===== src/rtl/fifo_reader_if.sv =====
// rtl/fifo_reader_if.sv - downstream byte stream between the FIFO drain engine and its consumer
interface fifo_reader_if #(
   parameter int DW = 8
);
   logic [DW-1:0] out_data;
   logic          out_valid;
   logic          out_ready;

   modport master (output out_data, output out_valid, input out_ready);
   modport slave  (input out_data, input out_valid, output out_ready);
endinterface


===== src/rtl/fifo_reader.sv =====
// rtl/fifo_reader.sv - read-domain FIFO drain engine feeding a stream through a 2-entry skid buffer
module fifo_reader #(
   parameter int DW    = 8,
   parameter int CNT_W = 16
) (
   input  logic             clkr,
   input  logic             rst,
   input  logic             e,
   input  logic [DW-1:0]    RD,
   output logic             RREQ,
   input  logic             start,
   input  logic [CNT_W-1:0] len,
   input  logic             abort,
   fifo_reader_if.master    out_if,
   output logic             busy,
   output logic             done,
   output logic [CNT_W-1:0] rd_count
);
   typedef enum logic [1:0] {IDLE, RUN, DRAIN, DONE} state_t;

   state_t           state_q, state_d;
   logic [CNT_W-1:0] remaining_q, remaining_d;
   logic [CNT_W-1:0] rd_count_q, rd_count_d;
   logic             rd_pend_q, rd_pend_d;
   logic [1:0]       occ_q, occ_d;
   logic [DW-1:0]    buf0_q, buf0_d;
   logic [DW-1:0]    buf1_q, buf1_d;
   logic             pop;
   logic             push;
   logic [2:0]       inflight;

   assign pop      = (occ_q != 2'd0) && out_if.out_ready;
   assign push     = rd_pend_q;
   // Buffered plus in-flight bytes after this cycle's pop; a new read needs a free slot.
   assign inflight = {1'b0, occ_q} + {2'b00, rd_pend_q} - {2'b00, pop};

   always_ff @(posedge clkr or negedge rst) begin
      if (!rst) begin
         state_q <= IDLE;
      end else begin
         state_q <= state_d;
      end
   end

   always_comb begin
      state_d = state_q;
      case (state_q)
         IDLE:    if (start) state_d = (len != '0) ? RUN : DONE;
         RUN:     if (remaining_q == '0 || abort) state_d = DRAIN;
         DRAIN:   if (occ_q == 2'd0 && !rd_pend_q) state_d = DONE;
         DONE:    state_d = IDLE;
         default: state_d = IDLE;
      endcase
   end

   always_comb begin
      busy = (state_q != IDLE);
      done = (state_q == DONE);
      RREQ = (state_q == RUN) && !abort && !e && (remaining_q != '0) && (inflight <= 3'd1);
   end

   always_comb begin
      remaining_d = remaining_q;
      rd_count_d  = rd_count_q;
      rd_pend_d   = RREQ;
      occ_d       = occ_q;
      buf0_d      = buf0_q;
      buf1_d      = buf1_q;
      if (state_q == IDLE && start) begin
         remaining_d = len;
         rd_count_d  = '0;
      end else begin
         if (RREQ) remaining_d = remaining_q - 1'b1;
         if (pop && rd_count_q != '1) rd_count_d = rd_count_q + 1'b1;
      end
      if (push && !pop) begin
         if (occ_q == 2'd0) buf0_d = RD;
         else               buf1_d = RD;
         occ_d = occ_q + 2'd1;
      end else if (pop && !push) begin
         buf0_d = buf1_q;
         occ_d  = occ_q - 2'd1;
      end else if (push && pop) begin
         // Head leaves while the captured byte joins the tail.
         if (occ_q == 2'd1) begin
            buf0_d = RD;
         end else begin
            buf0_d = buf1_q;
            buf1_d = RD;
         end
      end
   end

   always_ff @(posedge clkr or negedge rst) begin
      if (!rst) begin
         remaining_q <= '0;
         rd_count_q  <= '0;
         rd_pend_q   <= 1'b0;
         occ_q       <= 2'd0;
         buf0_q      <= '0;
         buf1_q      <= '0;
      end else begin
         remaining_q <= remaining_d;
         rd_count_q  <= rd_count_d;
         rd_pend_q   <= rd_pend_d;
         occ_q       <= occ_d;
         buf0_q      <= buf0_d;
         buf1_q      <= buf1_d;
      end
   end

   assign out_if.out_data  = buf0_q;
   assign out_if.out_valid = (occ_q != 2'd0);
   assign rd_count         = rd_count_q;
endmodule

===== src/flat_wrapper.sv =====
// flat-port wrapper written by rule: the top's interface ports become plain ports
module fifo_reader_flat 
#(
   parameter int DW    = 8,
   parameter int CNT_W = 16
)
  (clkr, rst, e, RD, RREQ, start, len, abort, busy, done, rd_count, out_if_out_data, out_if_out_valid, out_if_out_ready);
  fifo_reader_if #(.DW(DW)) out_if_i ();
  input  logic clkr;
  input  logic rst;
  input  logic e;
  input  logic [DW-1:0] RD;
  output logic RREQ;
  input  logic start;
  input  logic [CNT_W-1:0] len;
  input  logic abort;
  output logic busy;
  output logic done;
  output logic [CNT_W-1:0] rd_count;
  output wire logic [$bits(out_if_i.out_data)-1:0] out_if_out_data;
  output wire logic [$bits(out_if_i.out_valid)-1:0] out_if_out_valid;
  input wire logic [$bits(out_if_i.out_ready)-1:0] out_if_out_ready;
  assign out_if_out_data = out_if_i.out_data;
  assign out_if_out_valid = out_if_i.out_valid;
  assign out_if_i.out_ready = out_if_out_ready;
  fifo_reader #(.DW(DW), .CNT_W(CNT_W)) u_core (.clkr(clkr), .rst(rst), .e(e), .RD(RD), .RREQ(RREQ), .start(start), .len(len), .abort(abort), .out_if(out_if_i), .busy(busy), .done(done), .rd_count(rd_count));
endmodule

===== config.mk =====
export PLATFORM = sky130hd
export DESIGN_NAME = fifo_reader_flat
export DESIGN_NICKNAME = d
export VERILOG_FILES = /design/src/rtl/fifo_reader_if.sv /design/src/rtl/fifo_reader.sv /design/src/flat_wrapper.sv
export SDC_FILE = /design/constraint.sdc
export NUM_CORES = 1
export LEC_CHECK = 0
export ABC_AREA = 1
export ABC_CLOCK_PERIOD_IN_PS = 2400
export BUFFER_PORTS_ARGS = -buffer_cell sky130_fd_sc_hd__buf_4
export CAP_MARGIN = 30
export CELL_PAD_IN_SITES_DETAIL_PLACEMENT = 2
export CELL_PAD_IN_SITES_GLOBAL_PLACEMENT = 2
export CORE_MARGIN = 3
export CORE_UTILIZATION = 29
export DETAILED_ROUTE_END_ITERATION = 12
export PLACE_DENSITY_LB_ADDON = 0.15
export SLEW_MARGIN = 25
export SYNTH_ARGS = -nofsm -noshare
export SYNTH_HDL_FRONTEND = slang
export SYNTH_SLANG_ARGS = --single-unit

===== constraint.sdc =====
create_clock -name clkr -period 2.4 [get_ports clkr]
set_input_delay 0.36 -clock clkr [delete_from_list [all_inputs] [get_ports clkr]]
set_output_delay 0.36 -clock clkr [all_outputs]
set_load 0.02 [all_outputs]

==> implementation parameters, run 1 <==
Parameter                              Value

Status
  Violated checks    setup timing
  Run status    complete, but fails checks

CTS
  Clock tree from TritonCTS    yes
  Hold-fix buffers at CTS    0
  Clock sinks    between 50 and 60
  Inserted Clock Buffers    5
  Clock Tree Buf Depth    2
  Cell chosen for the clock root    sky130_fd_sc_hd__clkbuf_16
  Total number of H-tree levels    2
  Clock insertion delay at the later pin of the skew report    just over 0.3 ns
  Clock transition at the registers of the reported paths    approximately 0.08 ns

Synthesis
  Mapped Cells    around 480
  Area share of the leading cell type in the synthesized netlist    about two fifths
  Netlist area before placement    roughly 0.0034 mm^2
  Leading cell types by total area after synthesis    sky130_fd_sc_hd__dfrtp_1 39%, sky130_fd_sc_hd__nand2_1 17%, sky130_fd_sc_hd__nand3_1 6.7%, sky130_fd_sc_hd__nor2_1 6.6%, sky130_fd_sc_hd__inv_1 5.2%
  Count of cell types in the netlist    37
  Most common cell in the netlist    sky130_fd_sc_hd__nand2_1
  Post-synthesis area per instance    ~7 um^2
  Net count after synthesis    518
  Number of enable flip-flop cells after synthesis    0
  Ys Warns    0
  Cell taking the most area after synthesis    sky130_fd_sc_hd__dfrtp_1
  Fraction of synthesis flops using an asynchronous set or reset pin    100%
  Primary flip-flop cell chosen by synthesis mapping    sky130_fd_sc_hd__dfrtp_1
  Number of synthesized register bits    53
  Synth top cells by count    153 x sky130_fd_sc_hd__nand2_1, 60 x sky130_fd_sc_hd__nor2_1, 53 x sky130_fd_sc_hd__dfrtp_1
  Post-synthesis sequential area ratio    between 30% and 40%

Timing
  Slew of the pin with the lowest slew margin    0.756 ns
  Setup skew after layout    roughly 0.0069 ns
  Final worst path period share    115%
  Sum of negative setup slack    -4.30 ns
  Number of max-slew violations in the final report    0
  Setup repair after global routing missed its margin    true
  Max_slew headroom    ~50%
  Maximum operating frequency    between 300 and 400 MHz
  Final count of negative-setup-slack endpoints    17
  Fin. Hold Viols    0
  Min Clock Period, post-route    ~2.8 ns
  Fin worst setup slack    -0.354 ns

Setup path
  Category of the critical setup timing path    flop to output port
  Largest fanout of any net on the critical path    2
  Crit path capture type    output port
  Arrival time at the worst endpoint    between 2 and 2.5 ns
  Required time worst endpoint    slightly above 2 ns
  Startpoint types    flop

Power and ir drop
  VDD IR-drop max    between 0.0005 and 0.0006 V
  Static leakage    ~2.3 nW
  Pwr/cell area    roughly 1100 mW/mm^2

Floorplanning
  Die outline area    approximately 0.013 mm^2
  Placement row count    39
  Effective utilization at floorplan    between 20% and 30%
  Total I/O pin count    58
  Die width    between 100 and 150 um
  Placeable core region    between 0.01 and 0.015 mm^2
  Vertical die dimension    about 110 um

Placement
  Post-Place Setup Slack    -0.0568 ns
  Port-buffer cells    57
  Half-perimeter wire length after detailed placement    8330 um
  RePlAce Congestion    0.768

Worst hold path
  Min-delay worst type    primary input to asynchronous set/reset pin

Global routing
  Overall routing resource usage    between 10% and 20%
  Antenna violations before repair    0
  Wire length of the first global-routing pass    roughly 20000 um
  Via count of the first global-routing pass    just under 4000
  Global route overflow    0
  Largest net degree at the start of global routing    54

Job
  Reported max-cap violation count    0

Layout
  Total inserted antenna cells    0
  Final nets    around 590
  Share of final-layout standard cells stronger than drive strength 1    roughly 28%
  Filler cell count    between 1000 and 1500
  Area overhead of the layout relative to synthesis    30.1%

Drt
  First DRT Iteration DRCs    75
  DRC violation count after routing    0
  TritonRoute pass-1 iters    4
  Vias    ~3500
  Remaining antenna violation count after routing    0
  Total length of routed wires    approximately 12000 um
  Post-DR vias/cell    approximately 5
  Drt wl/cell    17.4 um
sequential cells by signal (all words and copies together) (netlist names):
signal and flops:
u_core.remaining_q 16, u_core.push 1, u_core.out_if.out_data 8, u_core.rd_count 16, u_core.buf1_q 8, u_core.occ_q 2, u_core.state_q 2
layer usage:
metal	vias up	track usage (%)	share of wire (%)
li1	1668	-	-
met1	1799	21.9	41
met2	52	35.4	54
met3	18	3.22	2.4
met4	0	5.62	2.0
met5	-	0	0
power breakdown:
group / switching, mW / internal [mW]
logic: 1.67 / 1.11
clock network: 0.393 / 0.402
registers: 0.295 / 1.20
total: 2.36 / 2.71
path summary, 6_finish.rpt:
| check | from | endpoint | slack [ns] | cells after the start |
|---|---|---|---|---|
| max | u_core.occ_q[1] | RREQ | -0.35 | 11 |
| min | rst | u_core.remaining_q[10] | 0.12 | 1 |
| max reg2reg | u_core.occ_q[1] | u_core.remaining_q[3] | -0.30 | 16 |
| min reg2reg | u_core.buf1_q[6] | u_core.buf1_q[6] | 0.52 | 1 |
| max in group asynchronous | rst | u_core.rd_count[12] | 1.78 | 1 |
| min in group clkr | len[9] | u_core.remaining_q[9] | 0.28 | 3 |
worst max-delay path, cell delays in order, from the launching register on:
cell	delay, ns
sky130_fd_sc_hd__dfrtp_1	0.39
sky130_fd_sc_hd__inv_1	0.11
sky130_fd_sc_hd__ha_2	0.22
sky130_fd_sc_hd__nor2_4	0.05
sky130_fd_sc_hd__xor2_2	0.18
sky130_fd_sc_hd__ha_2	0.21
sky130_fd_sc_hd__inv_2	0.04
sky130_fd_sc_hd__fa_2	0.36
sky130_fd_sc_hd__xnor2_2	0.18
sky130_fd_sc_hd__nand2_2	0.10
sky130_fd_sc_hd__nor2_4	0.13
sky130_fd_sc_hd__buf_6	0.13
logic make-up (layout without fill, tap and decap cells):
logic type	Yosys count	after routing	synth area share, %
compound gates	41	41	7.06
xor+xnor	10	10	2.56
fa+ha+maj	11	11	4.25
buf+inv	62	138	7.47
flops	53	53	38.8
mux	9	9	2.96
simple gates	291	291	36.9
what timing repair did:
item | in CTS | in global routing
setup endpoints to repair | 17 | 17
pin swaps | 13 | 4
hold endpoints to repair | 0 | 0
gates cloned | 1 | 0
resized for setup | 33 | 8
buffers inserted | 4 | 5
cell usage in the layout (no fill, tap or decap), drive strengths merged:
cell type / n
nand2: 159
buf: 77
nor2: 64
dfrtp: 53
inv: 53
nand3: 47
o21ai: 21
nand4: 13
ha: 10
mux2: 9
xor2: 9
a31oi: 8
a21oi: 6
clkbuf: 5
or2: 4
nand3b: 4
o21bai: 3
clkinv: 3
xnor2: 1
o211ai: 1
o22ai: 1
a22oi: 1
fa: 1
layout make-up:
class                      count  area, um^2  share of cell area, %
sequential                    53        1330                   29.8
clock inverter                 3        28.8                  0.647
inverter                      53         203                   4.56
timing repair buffer          77         618                   13.9
clock buffer                   5         125                   2.81
tap                          143         179                   4.02
multi-input combinational    362        1970                   44.2
metrics by stage:
step                power, mW  hold WS (ns)  util, %  instances  instance area (um^2)
floorplan                3.06        0.0644        -        477                  3440
global placement         3.80         0.484     35.7        680                  4090
detailed placement       3.93         0.487     35.7        680                  4090
CTS                      5.04         0.155     38.6        693                  4430
global route             5.52         0.172     38.8        696                  4450
finish                   5.07         0.125     38.8        696                  4450
No activity file was read; power rests on OpenSTA's default activity.
==> run 2: changes to the inputs <==
- ABC_CLOCK_PERIOD_IN_PS: 2400 -> 3100
- CORE_UTILIZATION: 29 -> 32
- PLACE_DENSITY_LB_ADDON: 0.15 -> 0.1
- SKIP_CTS_REPAIR_TIMING: not set -> 1
- clock period: 2.4 -> 3.1 ns (I/O delays scaled with it)
==> implementation parameters, run 2 (synthesized netlist as in run 1, its figures left out) <==
Parameter                              Value

Status
  Run status    finished clean

Timing
  Maximum operating frequency    341 MHz
  Min Hold Slack    0.203 ns (+0.0779 ns)
  Sum of negative setup slack    0 ns (+4.30 ns)
  Slew of the pin with the lowest slew margin    0.753 ns (-0.00325 ns)
  Setup skew after layout    0.0118 ns (+0.00490 ns)
  Fin. Hold Viols    0 (unchanged)
  Max_slew headroom    49.8% (+0.22 points)
  Final worst path period share    94.7%
  Min Clock Period, post-route    a little under 3 ns
  Fin worst setup slack    0.164 ns (+0.518 ns)
  Number of max-slew violations in the final report    0 (unchanged)
  Final count of negative-setup-slack endpoints    0 (-17)

Setup path
  Terminus of the critical flop-to-flop path    u_core.remaining_q[8]
  Category of the critical setup timing path    flop to output port
  Largest fanout of any net on the critical path    3 (+1)
  Critical path's most frequent cell    sky130_fd_sc_hd__inv_1
  Count of cells along the worst register-to-register path    14 (-2)
  Crit path launch    u_core.occ_q[1]
  Required time worst endpoint    2.63 ns (+0.59 ns)
  Setup slack of the worst register-to-register path    0.43 ns (+0.73 ns)
  Crit path max-delay cell type    sky130_fd_sc_hd__dfrtp_2
  Startpoint types    flop
  Arrival time at the worst endpoint    2.47 ns (+0.08 ns)
  Crit path capture type    output port
  Reg-to-reg startpoint    u_core.occ_q[1]
  Maximum cell stage delay along the critical path    0.44 ns (+0.05 ns)
  Cell Chain, Critical Path    inv_1 -> ha_2 -> nor2_4 -> xor2_2 -> ha_1 -> inv_1 -> fa_1 -> xnor2_1 -> nand2_1 -> nor2_2 -> buf_4
  Critical Path End    RREQ

Floorplanning
  Vertical die dimension    109 um (-4.6%)
  Placement row count    37 (-5.1%)
  Total I/O pin count    58 (unchanged)
  Die width    109 um (-4.6%)
  Effective utilization at floorplan    33.0% (+3.2 points)
  Placeable core region    0.0104 mm^2 (-9.6%)
  Die outline area    0.0120 mm^2 (-8.9%)

Power and ir drop
  Pwr/cell area    827 mW/mm^2 (-27%)
  Total Power Consumption    3.41 mW (-33%)
  Static leakage    2.11 nW (-6.9%)
  VDD IR-drop max    0.000288 V (-46%)

CTS
  Clock insertion delay at the later pin of the skew report    0.33 ns (+0.02 ns)
  Clock transition at the registers of the reported paths    0.11 ns (+0.03 ns)
  Clock tree from TritonCTS    yes
  Cell chosen for the clock root    sky130_fd_sc_hd__clkbuf_8
  Inserted Clock Buffers    5 (unchanged)
  Clock Tree Buf Depth    2 (unchanged)
  Clock sinks    53 (unchanged)
  Total number of H-tree levels    2 (unchanged)

Global routing
  Via count of the first global-routing pass    3700 (-6.4%)
  Global routing usage on met3    2.41% (-0.82 points)
  Gr busiest metal    met2
  Wire length of the first global-routing pass    18100 um (-9.3%)
  Global route overflow    0 (unchanged)
  Antenna violations before repair    0 (unchanged)
  Largest net degree at the start of global routing    54 (unchanged)
  Overall routing resource usage    19.4% (+0.46 points)
  Global-route met1 utilization    22.6% (+0.66 points)
  Met2 Usage GRT    37.7% (+2.4 points)

Layout
  Most common cell after layout, fill and taps aside    sky130_fd_sc_hd__nand2_1
  Core Util, Final    39.8% (+0.99 points)
  Final nets    580 (-2.2%)
  Highest-count cells in the layout ignoring fill and taps    153 x sky130_fd_sc_hd__nand2_1, 64 x sky130_fd_sc_hd__buf_4, 59 x sky130_fd_sc_hd__nor2_1
  Total inserted antenna cells    0 (unchanged)
  Filler cell count    1260 (-8.9%)
  Area overhead of the layout relative to synthesis    20.6%
  Share of final-layout standard cells stronger than drive strength 1    20.2% (-7.5 points)

Drt
  Total length of routed wires    11100 um (-8.4%)
  Vias    3379 (-4.5%)
  Drt wl/cell    16.4 um (-5.7%)
  First DRT Iteration DRCs    68 (-9.3%)
  Remaining antenna violation count after routing    0 (unchanged)
  TritonRoute pass-1 iters    4 (unchanged)
  Post-DR vias/cell    5.00 (-1.6%)
  DRC violation count after routing    0 (unchanged)

Placement
  Port-buffer cells    57 (unchanged)
  Post-Place Setup Slack    0.176 ns (+0.233 ns)
  Half-perimeter wire length after detailed placement    8360 um (+0.45%)
  RePlAce Congestion    0.768 (about the same)

Worst hold path
  Min-delay worst type    primary input to asynchronous set/reset pin

Job
  Reported max-cap violation count    0 (unchanged)
## run 2: layout make-up
cell class / count / area (um^2) / area share [%]
multi-input combinational: 362 / 1850 / 44.8
sequential: 53 / 1330 / 32.2
timing repair buffer: 64 / 480 / 11.7
inverter: 53 / 200 / 4.85
tap: 136 / 170 / 4.13
clock buffer: 5 / 68.8 / 1.67
clock inverter: 3 / 26.3 / 0.637
## run 2: critical path, delay by kind of cell, from the launching register on
| kind | cells | cell delay [ns] |
|---|---|---|
| adders and majority gates | 3 | 0.76 |
| DFF | 1 | 0.44 |
| xor gates and xnor gates | 2 | 0.35 |
| buffers and inverters | 3 | 0.32 |
| and+or+nand+nor | 3 | 0.28 |
## run 2: worst min-delay path by stage
| stage | startpoint | to | slack (ns) | cells past startpoint |
|---|---|---|---|---|
| 6_report | rst | u_core.remaining_q[10] | 0.20 | 1 |
| 2_1_floorplan | rst | u_core.buf1_q[0] | 0.17 | 0 |
| 4_1_cts | rst | u_core.out_if.out_data[1] | 0.22 | 1 |
| 3_5_place_dp | u_core.buf1_q[7] | u_core.buf1_q[7] | 0.49 | 1 |
| 5_1_grt | rst | u_core.rd_count[0] | 0.25 | 1 |
| 3_3_place_gp | u_core.buf1_q[0] | u_core.buf1_q[0] | 0.49 | 1 |
## run 2: routing by layer
metal | wire length, um | share of wire [%]
met5 | 0 | 0
met3 | 232 | 2.1
met4 | 94 | 0.85
met1 | 4640 | 42
met2 | 6120 | 55
## run 2: metrics by stage
| stage | instance area (um^2) | cells |
|---|---|---|
| after floorplan | 3420 | 477 |
| after global placement | 3980 | 664 |
| after detailed placement | 3980 | 664 |
| after CTS | 4080 | 672 |
| after global routing | 4120 | 676 |
| final | 4120 | 676 |
## run 2: where the power goes
group / internal (mW) / leakage [nW] / total [mW] / switching, mW
logic: 0.685 / 1.38 / 1.82 / 1.14
clock network: 0.166 / 0.0487 / 0.437 / 0.271
registers: 0.928 / 0.681 / 1.15 / 0.221
total: 1.78 / 2.11 / 3.41 / 1.63
